File: src/rtl/lsu_mem_port_if.sv
// ----------------------------------------------------------------------------
// lsu_mem_port_if
//
// Word-wide handshaked data-memory bus between the load/store unit (master)
// and the external data memory / responder (slave).
//
// Signals:
//   bus_req    master->slave  transaction request, held for the whole access
//   bus_we     master->slave  1 = write, 0 = read
//   bus_addr   master->slave  word-aligned byte address
//   bus_be     master->slave  byte enables, bit k covers bits [8k+7:8k]
//   bus_wdata  master->slave  lane-replicated write data
//   bus_rdata  slave->master  read data, valid together with bus_ack
//   bus_ack    slave->master  one-cycle completion strobe
// ----------------------------------------------------------------------------
interface lsu_mem_port_if;
    logic        bus_req;
    logic        bus_we;
    logic [31:0] bus_addr;
    logic [3:0]  bus_be;
    logic [31:0] bus_wdata;
    logic [31:0] bus_rdata;
    logic        bus_ack;

    modport master (
        output bus_req,
        output bus_we,
        output bus_addr,
        output bus_be,
        output bus_wdata,
        input  bus_rdata,
        input  bus_ack
    );

    modport slave (
        input  bus_req,
        input  bus_we,
        input  bus_addr,
        input  bus_be,
        input  bus_wdata,
        output bus_rdata,
        output bus_ack
    );
endinterface

File: src/rtl/lsu_mem_port.sv
// ----------------------------------------------------------------------------
// lsu_mem_port
//
// Load/store unit between the datapath's data-memory controls and a word-wide
// handshaked data-memory bus. Decodes the access, checks alignment, builds
// byte enables and lane-replicated write data, extends load data, and stalls
// the core until the bus transaction completes or times out.
//
// Parameters:
//   TIMEOUT     REQ cycles without bus_ack before the access is aborted (1..255)
//
// Ports:
//   clk         rising-edge clock
//   rst_n       synchronous active-low reset
//   opcode      instruction opcode (lb/lh/lw/lbu/lhu/sb/sh/sw recognised)
//   mem_read    datapath load request (level)
//   mem_write   datapath store request (level)
//   addr        byte address from the ALU
//   store_data  store operand (low byte / halfword used for sb / sh)
//   load_data   extended load result, valid in DONE, held until next load/timeout
//   stall       combinational: freeze PC and pipeline writes while high
//   misalign    one-cycle pulse: a misaligned access was rejected
//   timeout     one-cycle pulse (in DONE): bus_ack never arrived
//   bus         master side of the data-memory bus
// ----------------------------------------------------------------------------
module lsu_mem_port #(
    parameter int TIMEOUT = 15
) (
    input  logic           clk,
    input  logic           rst_n,
    input  logic [5:0]     opcode,
    input  logic           mem_read,
    input  logic           mem_write,
    input  logic [31:0]    addr,
    input  logic [31:0]    store_data,
    output logic [31:0]    load_data,
    output logic           stall,
    output logic           misalign,
    output logic           timeout,
    lsu_mem_port_if.master bus
);

    localparam logic [5:0] OP_LB  = 6'b100000;
    localparam logic [5:0] OP_LH  = 6'b100001;
    localparam logic [5:0] OP_LW  = 6'b100011;
    localparam logic [5:0] OP_LBU = 6'b100100;
    localparam logic [5:0] OP_LHU = 6'b100101;
    localparam logic [5:0] OP_SB  = 6'b101000;
    localparam logic [5:0] OP_SH  = 6'b101001;
    localparam logic [5:0] OP_SW  = 6'b101011;

    // Last counter value before the abort fires.
    localparam logic [7:0] CNT_LAST = 8'(TIMEOUT - 1);

    typedef enum logic [1:0] {
        S_IDLE = 2'd0,
        S_REQ  = 2'd1,
        S_DONE = 2'd2
    } state_t;

    state_t      state_q, state_d;
    logic [7:0]  cnt_q, cnt_d;
    logic [5:0]  op_q, op_d;
    logic [1:0]  off_q, off_d;
    logic        bus_req_q, bus_req_d;
    logic        bus_we_q, bus_we_d;
    logic [31:0] bus_addr_q, bus_addr_d;
    logic [3:0]  bus_be_q, bus_be_d;
    logic [31:0] bus_wdata_q, bus_wdata_d;
    logic [31:0] load_data_q, load_data_d;
    logic        misalign_q, misalign_d;
    logic        timeout_q, timeout_d;

    // ------------------------------------------------------------------
    // Request decode
    // ------------------------------------------------------------------
    logic is_load, is_store;
    logic size_byte, size_half, size_word;
    logic req_valid, req_aligned, in_idle, req_accept, req_misalign;

    always_comb begin
        is_load   = 1'b0;
        is_store  = 1'b0;
        size_byte = 1'b0;
        size_half = 1'b0;
        size_word = 1'b0;
        case (opcode)
            OP_LB, OP_LBU: begin is_load  = 1'b1; size_byte = 1'b1; end
            OP_LH, OP_LHU: begin is_load  = 1'b1; size_half = 1'b1; end
            OP_LW:         begin is_load  = 1'b1; size_word = 1'b1; end
            OP_SB:         begin is_store = 1'b1; size_byte = 1'b1; end
            OP_SH:         begin is_store = 1'b1; size_half = 1'b1; end
            OP_SW:         begin is_store = 1'b1; size_word = 1'b1; end
            default:       ;
        endcase
    end

    // Exactly one request line, and it must match the opcode class.
    assign req_valid   = (is_load  & mem_read  & ~mem_write) |
                         (is_store & mem_write & ~mem_read);
    assign req_aligned = size_byte |
                         (size_half & ~addr[0]) |
                         (size_word & (addr[1:0] == 2'b00));
    assign in_idle      = (state_q == S_IDLE);
    assign req_accept   = in_idle & req_valid &  req_aligned;
    assign req_misalign = in_idle & req_valid & ~req_aligned;

    // ------------------------------------------------------------------
    // Store lane mapping (little endian). Reads enable all four lanes.
    // ------------------------------------------------------------------
    logic [3:0]  be_new;
    logic [31:0] wdata_new;

    always_comb begin
        be_new    = 4'b1111;
        wdata_new = 32'h0;
        if (is_store) begin
            if (size_byte) begin
                be_new    = 4'b0001 << addr[1:0];
                wdata_new = {4{store_data[7:0]}};
            end else if (size_half) begin
                be_new    = addr[1] ? 4'b1100 : 4'b0011;
                wdata_new = {2{store_data[15:0]}};
            end else begin
                be_new    = 4'b1111;
                wdata_new = store_data;
            end
        end
    end

    // ------------------------------------------------------------------
    // Load extraction from the returned word, using the captured offset.
    // ------------------------------------------------------------------
    logic [7:0]  rd_byte [4];
    logic [7:0]  sel_byte;
    logic [15:0] sel_half;
    logic [31:0] load_ext;

    for (genvar gi = 0; gi < 4; gi++) begin : g_rd_lane
        assign rd_byte[gi] = bus.bus_rdata[8*gi +: 8];
    end

    always_comb begin
        sel_byte = rd_byte[off_q];
        sel_half = off_q[1] ? bus.bus_rdata[31:16] : bus.bus_rdata[15:0];
        case (op_q)
            OP_LB:   load_ext = {{24{sel_byte[7]}}, sel_byte};
            OP_LBU:  load_ext = {24'h0, sel_byte};
            OP_LH:   load_ext = {{16{sel_half[15]}}, sel_half};
            OP_LHU:  load_ext = {16'h0, sel_half};
            default: load_ext = bus.bus_rdata;
        endcase
    end

    // ------------------------------------------------------------------
    // Next-state logic
    // ------------------------------------------------------------------
    always_comb begin
        state_d     = state_q;
        cnt_d       = cnt_q;
        op_d        = op_q;
        off_d       = off_q;
        bus_req_d   = bus_req_q;
        bus_we_d    = bus_we_q;
        bus_addr_d  = bus_addr_q;
        bus_be_d    = bus_be_q;
        bus_wdata_d = bus_wdata_q;
        load_data_d = load_data_q;
        misalign_d  = 1'b0;
        timeout_d   = 1'b0;

        case (state_q)
            S_IDLE: begin
                misalign_d = req_misalign;
                if (req_accept) begin
                    state_d     = S_REQ;
                    cnt_d       = 8'd0;
                    op_d        = opcode;
                    off_d       = addr[1:0];
                    bus_req_d   = 1'b1;
                    bus_we_d    = is_store;
                    bus_addr_d  = {addr[31:2], 2'b00};
                    bus_be_d    = be_new;
                    bus_wdata_d = wdata_new;
                end
            end
            S_REQ: begin
                // Ack wins over an abort on the same edge.
                if (bus.bus_ack) begin
                    state_d   = S_DONE;
                    bus_req_d = 1'b0;
                    if (!bus_we_q) begin
                        load_data_d = load_ext;
                    end
                end else if (cnt_q == CNT_LAST) begin
                    state_d     = S_DONE;
                    bus_req_d   = 1'b0;
                    timeout_d   = 1'b1;
                    load_data_d = 32'h0;
                end else begin
                    cnt_d = cnt_q + 8'd1;
                end
            end
            // One cycle with stall low lets the core retire the access
            // before a new request can be sampled.
            S_DONE: begin
                state_d = S_IDLE;
            end
            default: begin
                state_d   = S_IDLE;
                bus_req_d = 1'b0;
            end
        endcase
    end

    always_ff @(posedge clk) begin
        if (!rst_n) begin
            state_q     <= S_IDLE;
            cnt_q       <= 8'd0;
            op_q        <= 6'd0;
            off_q       <= 2'd0;
            bus_req_q   <= 1'b0;
            bus_we_q    <= 1'b0;
            bus_addr_q  <= 32'h0;
            bus_be_q    <= 4'h0;
            bus_wdata_q <= 32'h0;
            load_data_q <= 32'h0;
            misalign_q  <= 1'b0;
            timeout_q   <= 1'b0;
        end else begin
            state_q     <= state_d;
            cnt_q       <= cnt_d;
            op_q        <= op_d;
            off_q       <= off_d;
            bus_req_q   <= bus_req_d;
            bus_we_q    <= bus_we_d;
            bus_addr_q  <= bus_addr_d;
            bus_be_q    <= bus_be_d;
            bus_wdata_q <= bus_wdata_d;
            load_data_q <= load_data_d;
            misalign_q  <= misalign_d;
            timeout_q   <= timeout_d;
        end
    end

    // ------------------------------------------------------------------
    // Outputs
    // ------------------------------------------------------------------
    assign stall         = req_accept | (state_q == S_REQ);
    assign load_data     = load_data_q;
    assign misalign      = misalign_q;
    assign timeout       = timeout_q;
    assign bus.bus_req   = bus_req_q;
    assign bus.bus_we    = bus_we_q;
    assign bus.bus_addr  = bus_addr_q;
    assign bus.bus_be    = bus_be_q;
    assign bus.bus_wdata = bus_wdata_q;

endmodule

File: src/flat_wrapper.sv
// flat-port wrapper written by rule: the top's interface ports become plain ports
module lsu_mem_port_flat 
#(
    parameter int TIMEOUT = 15
)
  (clk, rst_n, opcode, mem_read, mem_write, addr, store_data, load_data, stall, misalign, timeout, bus_bus_req, bus_bus_we, bus_bus_addr, bus_bus_be, bus_bus_wdata, bus_bus_rdata, bus_bus_ack);
  lsu_mem_port_if bus_i ();
  input  logic clk;
  input  logic rst_n;
  input  logic [5:0] opcode;
  input  logic mem_read;
  input  logic mem_write;
  input  logic [31:0] addr;
  input  logic [31:0] store_data;
  output logic [31:0] load_data;
  output logic stall;
  output logic misalign;
  output logic timeout;
  output wire logic [$bits(bus_i.bus_req)-1:0] bus_bus_req;
  output wire logic [$bits(bus_i.bus_we)-1:0] bus_bus_we;
  output wire logic [$bits(bus_i.bus_addr)-1:0] bus_bus_addr;
  output wire logic [$bits(bus_i.bus_be)-1:0] bus_bus_be;
  output wire logic [$bits(bus_i.bus_wdata)-1:0] bus_bus_wdata;
  input wire logic [$bits(bus_i.bus_rdata)-1:0] bus_bus_rdata;
  input wire logic [$bits(bus_i.bus_ack)-1:0] bus_bus_ack;
  assign bus_bus_req = bus_i.bus_req;
  assign bus_bus_we = bus_i.bus_we;
  assign bus_bus_addr = bus_i.bus_addr;
  assign bus_bus_be = bus_i.bus_be;
  assign bus_bus_wdata = bus_i.bus_wdata;
  assign bus_i.bus_rdata = bus_bus_rdata;
  assign bus_i.bus_ack = bus_bus_ack;
  lsu_mem_port #(.TIMEOUT(TIMEOUT)) u_core (.clk(clk), .rst_n(rst_n), .opcode(opcode), .mem_read(mem_read), .mem_write(mem_write), .addr(addr), .store_data(store_data), .load_data(load_data), .stall(stall), .misalign(misalign), .timeout(timeout), .bus(bus_i));
endmodule
File: config.mk
export PLATFORM = sky130hd
export DESIGN_NAME = lsu_mem_port_flat
export DESIGN_NICKNAME = d
export VERILOG_FILES = /design/src/rtl/lsu_mem_port_if.sv /design/src/rtl/lsu_mem_port.sv /design/src/flat_wrapper.sv
export SDC_FILE = /design/constraint.sdc
export NUM_CORES = 1
export LEC_CHECK = 0
export CORE_MARGIN = 4
export CORE_UTILIZATION = 30
export CTS_CLUSTER_SIZE = 8
export DETAILED_ROUTE_END_ITERATION = 10
export DONT_BUFFER_PORTS = 1
export MAX_ROUTING_LAYER = met4
export PLACE_DENSITY = 0.5
export SETUP_SLACK_MARGIN = 0.2
export SYNTH_ARGS = -nofsm -noshare
export SYNTH_HDL_FRONTEND = slang
export SYNTH_SLANG_ARGS = --single-unit
File: constraint.sdc
create_clock -name clk -period 5.6 [get_ports clk]
set_clock_uncertainty 0.15 [all_clocks]
set_input_delay 1.12 -clock clk [delete_from_list [all_inputs] [get_ports clk]]
set_output_delay 1.12 -clock clk [all_outputs]
set_load 0.02 [all_outputs]
Word level (Yosys, flattened, before mapping). Cells that the tools add are included.

Register bits after elaboration: 120. Bits of input ports: 107. Output and inout bits: 105. Logic and storage cells: 105.

Add/subtract/negate cells: 1. Order comparisons: 1. Equality and inequality tests: 20. Shift-type cells: 1. Mux-type cells: 33. Bitwise operators: 21. Reductions and logical operators: 16.

Operator list (count): $mux W32 (6); $pmux W32 S4 (1); $eq A6 B6 Y1 const B (12); $mux W8 (5); $bmux W8 S2 (1); $mux W16 (1); $mux W4 (4); $pmux W8 S2 (1); $reduce_or A3 Y1 (4); $and A1 B1 Y1 (9); $mux W1 (9); $add A8 B1 Y8 const B (1); $eq A8 B4 Y1 const B (1); $ne A2 B2 Y1 const B (4); $not A1 Y1 (7); $mux W2 (3); $reduce_and A2 Y1 (3); $reduce_and A3 Y1 (2); $reduce_or A5 Y1 (1); $logic_not A2 Y1 (2); $or A1 B1 Y1 (4); $pmux W2 S2 (1); $reduce_and A4 Y1 (1); $reduce_bool A2 Y1 (2); 8 further kinds (8).

Logic depth before layout (Yosys ltp).
Depth in word-level cells: 10. Mapped depth: 8. Gate-level depth less buffers: 6.

Least setup slack after synthesis. Ideal clock, no wire load.

Path kind: in2out. Start: input opcode[4]. End: output stall. Data arrival time: 2.520 ns. Setup slack: 1.810 ns. Stages on the path: 5. Path through: nand2b_1 > nor4b_1 > o221ai_1 > buf_2 > nand2_1.

Word-level cells in the longest chain between the ends: 9. Elaborated cells between the ends (all ways): 30. Classes of those cells: 8 x eq/ne; 5 x mux; 12 x bitwise; 5 x reduce/logical.

RTL lines: from (decl) (line flat_wrapper.sv:10) `input logic [5:0] opcode;`; $eq A6 B6 Y1 (line lsu_mem_port.sv:87) `case (opcode)`; $reduce_or A5 Y1 (no source line) or $reduce_or A3 Y1 (tied branches); $mux W1 (line lsu_mem_port.sv:87); $and A1 B1 Y1, on equally long branches (2 in series) (line lsu_mem_port.sv:99, lsu_mem_port.sv:100); $or A1 B1 Y1 (line lsu_mem_port.sv:99) `assign req_valid = (is_load & mem_read & ~mem_write) |`; $and A1 B1 Y1 (line lsu_mem_port.sv:105) `assign req_accept = in_idle & req_valid & req_aligned;`; $and A1 B1 Y1 (*) (line lsu_mem_port.sv:105); $or A1 B1 Y1 (*) (line lsu_mem_port.sv:249) `assign stall = req_accept | (state_q == S_REQ);`; to (decl) (line flat_wrapper.sv:16) `output logic stall;`.

Every way passes the cells marked *; elsewhere a longest branch is shown, timed or not.

Worst setup path in the final report. Ends and elaborated chain as after synthesis.

==> metrics <==
Max Cap Viol 0; Detailed Route Iter0 Violations 258; Avg Synthesized Cell Area 9.46 µm²; sequential area share after synthesis 44.9%; Min Hold Slack 351 ps; CTS Hold Bufs 0; worst-margin pin slew 1150 ps; Arr. time, crit path 2660 ps; Slew Viols, Final 0; wire per inst 19.7 µm; Hold Fails Final Rpt 0; Layout fillers 1747; Synth warnings 0; share of cells above drive strength 1 10.3%; root buf cell clkbuf_16; Initial Utilization 30.8%; synthesized cell area 5350 µm²; RSZ-0062 raised after global routing false; Detailed Routing Iterations Pass 1 4; antenna violations before repair 0; Fmax 0.255 GHz; Setup crit start kind primary input; CP required 4330 ps; CTS Buf Count 17; flop2flop setup slack 2690 ps; share of synthesized registers carrying an async set or reset 0%; Hold Path Class reg -> reg; total gr overflow 0; Port Buffers 0; dpl ws 1650 ps; crit end category output port; GPL Wtd Cong 0.819; Clock Path Buffers 2; IO Count 212; die width 141 µm; gr usage total 15.3%; crit-path cells nand2b_1, nor4b_1, o221ai_1, buf_4, nand2_1; Routed Antenna Nets 0; post-DP HPWL 11500 µm; first-pass GRT wire length 23100 µm; leading post-synthesis cells by cell area dfxtp_1 (45%), mux2i_1 (11%), o2bb2ai_1 (7.7%), nor2_1 (5.6%), a21oi_1 (3.7%); Syn-to-layout area delta 11.8%; CTS H-tree depth 4; Hold Startpoint u_core.cnt_q[2]$_SDFFE_PN0P_; TritonCTS clock tree done; most frequent cells in the layout dfxtp_1 (120), nor2_1 (79), mux2i_1 (59), o2bb2ai_1 (47), a21oi_1 (40); core area 17400 µm²; CP peak stage delay 640 ps; dominant synthesized flop cell dfxtp_1; worst reg2reg path depth 5; total number of vias 4168; vias in the first global route 4143; drt drc 0; Final period util 70.1%; crit path max fanout 14; # diodes 0; DIE AREA 20000 µm²; dpl cell area 5410 µm²; most common library cell in the layout ignoring fill and taps dfxtp_1; Post-synth EDFFs 0; clk_lat worst skew 410 ps; Slew Limit Headroom 23.4%; CTS sink cnt 120; fin nets 653; Hold Path Sink u_core.cnt_q[2]$_SDFFE_PN0P_; setup violators final 0; LEAKAGE 0.00209 µW; maximum number of pins on one net before global-route repair 50; post-synth top area cell dfxtp_1; DIE HEIGHT 141 µm; Setup Fix Bufs, Post-CTS 0; TNS Setup 0 ps; Design Area, Final 5980 µm²; slowest CP cell nor4b_1; cells after synthesis 565; area fraction of the dominant cell type after synthesis 44.9%; Seq cells post-synth 120; Vias/cell 5.34; Cell variety after synth 57; Reg clk slew, reported paths 50 ps; Finished Layout Cells 781; post_cts resized 0; Hold Path Depth 2; Pwr Density 326 nW/µm²; R2R Path End u_core.cnt_q[7]$_SDFFE_PN0P_; row cnt 48; crit path buf inv count 1; critical path type in -> out; Final WS setup 1670 ps; VDD IR max 197 µV; status finished clean; Tmin final 3930 ps; final WL 15400 µm; Worst R2R Start u_core.state_q[1]$_SDFFE_PN0P_; delay-heaviest family, CP simple AND/OR/NAND/NOR gates; placed cell count 750
cell type report:
class / instances / area (µm²) / share of cell area [%]
clock buffer: 23 / 498 / 8.33
timing repair buffer: 4 / 30.0 / 0.502
clock inverter: 8 / 70.1 / 1.17
multi-input combinational: 397 / 2680 / 44.9
tap: 225 / 282 / 4.71
sequential: 120 / 2400 / 40.2
inverter: 4 / 15.0 / 0.251
per-layer routing:
layer	part of all wire, %	global-route usage [%]	vias up
li1	-	-	2011
met1	40	17.0	1967
met2	48	24.2	184
met3	12	7.89	6
met4	0.82	4.29	0
met5	0	-	-
report_power, final:
part	switching (µW)	internal (µW)
clock	375	662
combinational	33.5	22.6
sequential	1.87	855
state kept, by name, indices dropped and copies added, names as in the netlist:
register / cells
u_core.cnt_q: 8
u_core.op_q: 6
u_core.misalign: 1
u_core.bus.bus_be: 4
u_core.bus.bus_req: 1
u_core.off_q: 2
u_core.bus.bus_addr: 30
u_core.timeout: 1
u_core.load_data: 32
u_core.bus.bus_wdata: 32
u_core.bus.bus_we: 1
u_core.state_q: 2
logic make-up after synthesis:
logic type | Yosys count | share of synthesized area [%]
DFF | 120 | 44.9
buffers and inverters | 49 | 5.17
other | 1 | 0.0702
muxes | 69 | 13.4
and+or+nand+nor | 177 | 15.7
adders and majority gates | 2 | 0.468
AOI/OAI and AO/OA | 147 | 20.3
worst register-to-register path: stages (launching register included):
cell	delay [ps]
dfxtp_1	370
or4b_1	540
nor4_2	290
o221a_4	830
o21ai_1	360
o31ai_1	300
through the flow:
stage	util, %	power (µW)
6_report	34.4	1950
5_1_grt	34.4	2020
4_1_cts	34.4	1970
3_5_place_dp	31.2	932
3_3_place_gp	31.2	930
2_1_floorplan	-	927
cell usage after synthesis, drive strengths merged, types with 2 or more instances:
library cell  number
nor2b              5
mux2               9
or4b               2
a22o               9
nor2              81
ha                 2
o2bb2ai           47
nand3              3
a31oi              7
mux2i             59
a22oi              3
a21oi             40
a311oi             3
nand4              3
and3               7
buf               20
nor4               2
inv                4
o21ai             13
o31ai              4
clkbuf            25
dfxtp            120
o221ai             8
nor3              12
or2                3
or3b               2
a41oi              3
nor4b              3
and2               4
nand2             39
nand2b             7
how the worst max path moves through the flow:
stage          slack [ps]  startpoint  cells after the start  endpoint
2_1_floorplan        1810   opcode[4]                      5     stall
3_3_place_gp         1740   opcode[4]                      5     stall
3_5_place_dp         1650   opcode[4]                      5     stall
4_1_cts              1660   opcode[4]                      5     stall
5_1_grt              1550   opcode[4]                      5     stall
6_report             1670   opcode[4]                      5     stall
Power figures use the tool's default switching activity.
